[src/rtl/ps2_scancode_decoder.sv]
// PS/2 scan-code set 2 decoder: folds E0/F0/E1 prefixes into single key events
// and tracks shift, the held key and a press counter.
module ps2_scancode_decoder #(
  parameter int CNT_W = 8
) (
  input  logic             clk,
  input  logic             clrn,
  input  logic             code_valid,
  input  logic [7:0]       code,
  output logic             evt_valid,
  output logic [7:0]       evt_code,
  output logic             evt_ext,
  output logic             evt_break,
  output logic             evt_repeat,
  output logic [7:0]       evt_ascii,
  output logic             key_down,
  output logic [7:0]       held_code,
  output logic             shift,
  output logic [CNT_W-1:0] press_cnt
);

  typedef enum logic [2:0] {IDLE, E0, F0, E0F0, SKIP} state_t;

  state_t           state_q, state_d;
  logic [2:0]       skip_q, skip_d;
  logic             evt_valid_q, evt_ext_q, evt_break_q, evt_repeat_q;
  logic [7:0]       evt_code_q, evt_ascii_q;
  logic             key_down_q, shl_q, shr_q;
  logic [8:0]       held_q;
  logic [CNT_W-1:0] cnt_q;

  logic emit, emit_ext, emit_brk;
  logic is_pfx, is_junk, is_mod, match;

  function automatic logic [7:0] ascii_of(input logic [7:0] c, input logic sh);
    logic [7:0] lc, oth;
    lc = 8'h00;
    case (c)
      8'h1C: lc = 8'h61;  8'h32: lc = 8'h62;  8'h21: lc = 8'h63;  8'h23: lc = 8'h64;
      8'h24: lc = 8'h65;  8'h2B: lc = 8'h66;  8'h34: lc = 8'h67;  8'h33: lc = 8'h68;
      8'h43: lc = 8'h69;  8'h3B: lc = 8'h6A;  8'h42: lc = 8'h6B;  8'h4B: lc = 8'h6C;
      8'h3A: lc = 8'h6D;  8'h31: lc = 8'h6E;  8'h44: lc = 8'h6F;  8'h4D: lc = 8'h70;
      8'h15: lc = 8'h71;  8'h2D: lc = 8'h72;  8'h1B: lc = 8'h73;  8'h2C: lc = 8'h74;
      8'h3C: lc = 8'h75;  8'h2A: lc = 8'h76;  8'h1D: lc = 8'h77;  8'h22: lc = 8'h78;
      8'h35: lc = 8'h79;  8'h1A: lc = 8'h7A;
      default: lc = 8'h00;
    endcase
    oth = 8'h00;
    case (c)
      8'h45: oth = 8'h30;  8'h16: oth = 8'h31;  8'h1E: oth = 8'h32;  8'h26: oth = 8'h33;
      8'h25: oth = 8'h34;  8'h2E: oth = 8'h35;  8'h36: oth = 8'h36;  8'h3D: oth = 8'h37;
      8'h3E: oth = 8'h38;  8'h46: oth = 8'h39;
      8'h29: oth = 8'h20;  8'h5A: oth = 8'h0D;  8'h66: oth = 8'h08;
      default: oth = 8'h00;
    endcase
    if (lc != 8'h00) return sh ? (lc - 8'h20) : lc;
    return oth;
  endfunction

  assign is_pfx  = (code == 8'hE0) || (code == 8'hF0) || (code == 8'hE1);
  assign is_junk = (code == 8'h00) || (code == 8'hFF);

  always_comb begin
    state_d  = state_q;
    skip_d   = skip_q;
    emit     = 1'b0;
    emit_ext = 1'b0;
    emit_brk = 1'b0;
    if (code_valid && !is_junk) begin
      case (state_q)
        IDLE: begin
          if (code == 8'hE0)      state_d = E0;
          else if (code == 8'hF0) state_d = F0;
          else if (code == 8'hE1) begin
            state_d = SKIP;
            skip_d  = 3'd7;
          end else emit = 1'b1;
        end
        E0: begin
          if (code == 8'hF0)      state_d = E0F0;
          else if (code != 8'hE0) begin
            emit     = 1'b1;
            emit_ext = 1'b1;
            state_d  = IDLE;
          end
        end
        F0, E0F0: begin
          // A prefix after F0 is a protocol error: drop it and resync.
          state_d = IDLE;
          if (!is_pfx) begin
            emit     = 1'b1;
            emit_brk = 1'b1;
            emit_ext = (state_q == E0F0);
          end
        end
        SKIP: begin
          skip_d = skip_q - 3'd1;
          if (skip_q <= 3'd1) state_d = IDLE;
        end
        default: state_d = IDLE;
      endcase
    end
  end

  assign is_mod = !emit_ext && ((code == 8'h12) || (code == 8'h59));
  assign match  = key_down_q && (held_q == {emit_ext, code});

  always_ff @(posedge clk or negedge clrn) begin
    if (!clrn) begin
      state_q      <= IDLE;
      skip_q       <= 3'd0;
      evt_valid_q  <= 1'b0;
      evt_code_q   <= 8'h00;
      evt_ext_q    <= 1'b0;
      evt_break_q  <= 1'b0;
      evt_repeat_q <= 1'b0;
      evt_ascii_q  <= 8'h00;
      key_down_q   <= 1'b0;
      held_q       <= 9'h000;
      shl_q        <= 1'b0;
      shr_q        <= 1'b0;
      cnt_q        <= '0;
    end else begin
      state_q     <= state_d;
      skip_q      <= skip_d;
      evt_valid_q <= emit;
      if (emit) begin
        evt_code_q   <= code;
        evt_ext_q    <= emit_ext;
        evt_break_q  <= emit_brk;
        evt_repeat_q <= !emit_brk && !is_mod && match;
        evt_ascii_q  <= emit_ext ? 8'h00 : ascii_of(code, shl_q | shr_q);
        if (is_mod) begin
          if (code == 8'h12) shl_q <= !emit_brk;
          else               shr_q <= !emit_brk;
        end else if (!emit_brk) begin
          if (!match) begin
            cnt_q      <= cnt_q + {{(CNT_W-1){1'b0}}, 1'b1};
            held_q     <= {emit_ext, code};
            key_down_q <= 1'b1;
          end
        end else if (match) begin
          key_down_q <= 1'b0;
          held_q     <= 9'h000;
        end
      end
    end
  end

  assign evt_valid  = evt_valid_q;
  assign evt_code   = evt_code_q;
  assign evt_ext    = evt_ext_q;
  assign evt_break  = evt_break_q;
  assign evt_repeat = evt_repeat_q;
  assign evt_ascii  = evt_ascii_q;
  assign key_down   = key_down_q;
  assign held_code  = held_q[7:0];
  assign shift      = shl_q | shr_q;
  assign press_cnt  = cnt_q;

endmodule
[config.mk]
export PLATFORM = sky130hd
export DESIGN_NAME = ps2_scancode_decoder
export DESIGN_NICKNAME = d
export VERILOG_FILES = /design/src/rtl/ps2_scancode_decoder.sv
export SDC_FILE = /design/constraint.sdc
export NUM_CORES = 1
export LEC_CHECK = 0
export BUFFER_PORTS_ARGS = -buffer_cell sky130_fd_sc_hd__buf_4
export CORE_MARGIN = 3
export CORE_UTILIZATION = 50
export CTS_CLUSTER_SIZE = 16
export DETAILED_ROUTE_END_ITERATION = 6
export PLACE_DENSITY = 0.81
export RECOVER_POWER = 100
export SLEW_MARGIN = 10
export SYNTH_ARGS = -nofsm -noshare
export SYNTH_HDL_FRONTEND = slang
export SYNTH_SLANG_ARGS = --single-unit
[constraint.sdc]
create_clock -name clk -period 3.6 [get_ports clk]
set_clock_uncertainty 0.15 [all_clocks]
set_input_delay 0.54 -clock clk [delete_from_list [all_inputs] [get_ports clk]]
set_output_delay 0.54 -clock clk [all_outputs]
set_load 0.01 [all_outputs]
==> flow_metrics.py <==
metrics = {
    "run_status": {
        "outcome": "finished with violations",
        "violations": "max-capacitance violations, max-slew violations",
    },
    "timing": {
        "fin_hold_ws_ns": 0.325,
        "drv_slew": 47,
        "max_slew.worst_pin.slew_ns": 2.44,
        "post-route-period-util_pct": 87.1,
        "period_needed_ns": 3.13,
        "slew-limit-headroom_pct": -62.3,
        "rsz0062_at_grt": "no",
        "hold_viol_final": 0,
        "worst_slack_ns": 0.466,
        "fmax_ghz": 0.319,
        "final-setup-viol-count": 0,
        "final.setup.tns_ns": 0,
    },
    "route": {
        "ant_nets": 0,
        "dr.pass1.iters": 7,
        "drt_iter0_drc": 358,
        "vias": 3149,
        "vias_per_cell": 6.17,
        "wire_per_inst_um": 17.6,
        "drc_errors": 0,
        "wl_um": 8990,
    },
    "critical_path": {
        "start_kind": "primary input",
        "cp-end-kind": "flip-flop",
        "path_class": "primary input to flip-flop",
        "worstPathMaxFanout": 12,
        "arrival_ns": 3.18,
        "critical_path_required_ns": 3.65,
        "rr_worst_depth": 7,
    },
    "min_path": {
        "hp-class": "flip-flop to flip-flop",
        "hold_path_depth": 1,
    },
    "job": {
        "cap_violations": 1,
    },
    "clock_tree": {
        "cts_tree": "yes",
        "clkSinkCount": 46,
        "cts-buffers-inserted": 5,
        "clk_path_buf_depth": 2,
        "h-tree-depth": 2,
        "ctsResizeCount": 0,
        "hold_buffers": 0,
        "clockRootBuffer": "clkbuf_8",
        "post_cts_buffers": 0,
        "insertion_delay_ns": 0.31,
        "clk_pin_slew_worst_paths_ns": 0.09,
    },
    "final_layout": {
        "n_antenna_cell": 0,
        "regArea_mm2": 0.00115,
        "nFillCells": 601,
        "multi_input_area_mm2": 0.00189,
        "layout.cells.non_filler": 510,
        "nets": 455,
        "drive_gt1_share_pct": 8.31,
        "final_cell_area_mm2": 0.00359,
        "area_growth_pct": 8.43,
    },
    "logic_synthesis": {
        "synth.distinct_cells": 58,
        "synth_edf_count": 0,
        "synth_area_leader_cell": "dfrtp_1",
        "yosysWarningCount": 0,
        "synth_top_area_share_pct": 34.8,
        "yosysSeqAreaShare_pct": 34.8,
        "synthArstFlopShare_pct": 100,
        "synthesis.area_mm2": 0.00331,
        "synth.avg_cell_area_um2": 8.23,
        "ys_seq_elements": 46,
        "synth_area_leaders": "dfrtp_1 (35%), nand2_1 (6.8%), o21ai_0 (4.7%)",
        "syn_inst": 402,
        "syn_nets": 425,
        "ys.flop_type": "dfrtp_1",
    },
    "grt": {
        "grt_usage_pct": 24.0,
        "first_global_vias": 2952,
        "grt_overflow": 0,
        "antenna_found_initial": 0,
        "grt_pass1_wl_um": 14600,
        "grt_max_degree": 47,
    },
    "placement": {
        "place_hpwl_um": 6490,
        "placedCellCount": 502,
        "io_buffers": 48,
        "pre_cts_slack_ns": 0.264,
        "dpl_cell_area_mm2": 0.00366,
        "gp_congestion": 0.948,
    },
    "floorplan": {
        "die_x_um": 87.4,
        "dieHeight_um": 87.4,
        "initial_core_util_pct": 51.8,
        "io_pins": 49,
        "core_area_mm2": 0.00639,
        "dieArea_mm2": 0.00763,
        "row_count": 29,
    },
    "pwr": {
        "power_density_mw_per_mm2": 583,
        "ir_worst_vdd_mv": 0.390,
        "p_leak_nw": 1.55,
    },
}
[final timing paths]
kind	from	to	slack [ns]
worst max-delay path	code[1]	press_cnt[1]$_DFFE_PN0P_	0.47
max in group asynchronous	clrn	skip_q[1]$_DFFE_PN0P_	1.10
min in group asynchronous	clrn	evt_ascii[5]$_DFFE_PN0N_	0.82
worst min register to register	press_cnt[7]$_DFFE_PN0P_	press_cnt[7]$_DFFE_PN0P_	0.32
worst min-delay path	press_cnt[7]$_DFFE_PN0P_	press_cnt[7]$_DFFE_PN0P_	0.32
worst max register to register	state_q[1]$_DFFE_PN0P_	press_cnt[1]$_DFFE_PN0P_	1.07
[kinds of logic (layout without fill, tap and decap cells)]
| family | Yosys count | after routing | synth area share (%) |
|---|---|---|---|
| AND/OR/NAND/NOR | 168 | 168 | 26.2 |
| adder cells (fa/ha/maj) | 12 | 12 | 4.54 |
| multiplexers | 10 | 10 | 3.52 |
| buffers and inverters | 51 | 82 | 7.33 |
| AO/OA/AOI/OAI | 98 | 98 | 19.1 |
| XOR/XNOR | 17 | 17 | 4.50 |
| flip-flops | 46 | 46 | 34.8 |
[worst max-delay path, stage by stage]
cell and delay, ns:
buf_4 0.16, inv_1 0.16, ha_1 0.25, nor3b_1 0.41, nand4_1 0.17, o311ai_0 0.29
o21ai_0 0.29, and3b_1 0.33, nor2_1 0.21, mux2_2 0.36
[power breakdown]
group	internal, mW	switching, mW	total (mW)
clock	0.208	0.192	0.400
sequential	0.714	0.188	0.901
combinational	0.299	0.490	0.789
[cell usage after synthesis (2+ instances only)]
cell and instances:
nand4_1 11, mux2_2 3, a31oi_1 4, or2_2 3, dfrtp_1 46, nor4_2 4
nand3_1 15, nor3_1 13, o21a_1 2, nand2_1 60, and3_1 4, nor3b_1 4
o221ai_1 2, o32ai_1 2, a2111o_1 2, o31ai_1 4, and3b_1 2, mux2i_1 6
o22ai_1 3, nand3b_1 2, buf_2 8, o211ai_1 2, o41ai_1 2, buf_4 11
nor2b_1 6, ha_1 12, o21ai_0 31, or3_1 2, xnor2_1 2, nor4_1 5
a22oi_1 9, nor2_1 20, clkbuf_1 16, nand2b_1 12, inv_1 15, a21oi_1 21
xor2_1 15
[area by class of cell]
cell class	count	area share, %
multi-input combinational	305	52.7
sequential	46	32.1
timing repair buffer	59	7.85
tap	77	2.68
clock buffer	5	1.92
inverter	15	1.57
clock inverter	3	1.22
[state kept, by name (all words and copies together), names as in the netlist]
name,flops
skip_q,3
evt_break,1
held_q,9
state_q,3
shl_q,1
evt_ascii,8
evt_ext,1
evt_code,8
evt_valid,1
press_cnt,8
shr_q,1
key_down,1
evt_repeat,1
[placed cells by master (no fill, tap or decap), types with 2 or more instances in the layout]
cell type,synthesis,final
a2111o_1,2,2
a21oi_1,21,21
a22oi_1,9,9
a31oi_1,4,4
and3_1,4,4
and3b_1,2,2
buf_4,11,16
clkbuf_1,16,43
clkbuf_8,0,5
dfrtp_1,46,46
ha_1,12,12
inv_1,15,15
mux2_2,3,3
mux2i_1,6,6
nand2_1,60,60
nand2b_1,12,12
nand3_1,15,15
nand3b_1,2,2
nand4_1,11,11
nor2_1,20,20
nor2b_1,6,6
nor3_1,13,13
nor3b_1,4,4
nor4_1,5,9
o211ai_1,2,2
o21a_1,2,2
o21ai_0,31,31
o221ai_1,2,2
o22ai_1,3,3
o31ai_1,4,4
o32ai_1,2,2
o41ai_1,2,2
or2_2,3,3
or3_1,2,2
xnor2_1,2,2
xor2_1,15,15
[through the flow]
step	utilization, %	total power, mW
after floorplan	-	1.46
after global placement	57.3	1.82
after detailed placement	57.3	1.86
after CTS	59.1	2.26
after global routing	56.2	2.25
final	56.2	2.09
[per-layer routing]
| metal | share of wire (%) | track usage (%) | up-vias | routed length [µm] |
|---|---|---|---|---|
| met5 | 0 | 0 | - | 0 |
| met4 | 2.4 | 7.95 | 0 | 213 |
| met3 | 7.9 | 4.82 | 23 | 711 |
| met2 | 48 | 39.2 | 161 | 4280 |
| met1 | 42 | 31.6 | 1478 | 3790 |
| li1 | - | - | 1487 | - |
Note: power is estimated with default switching activity, not from simulation.
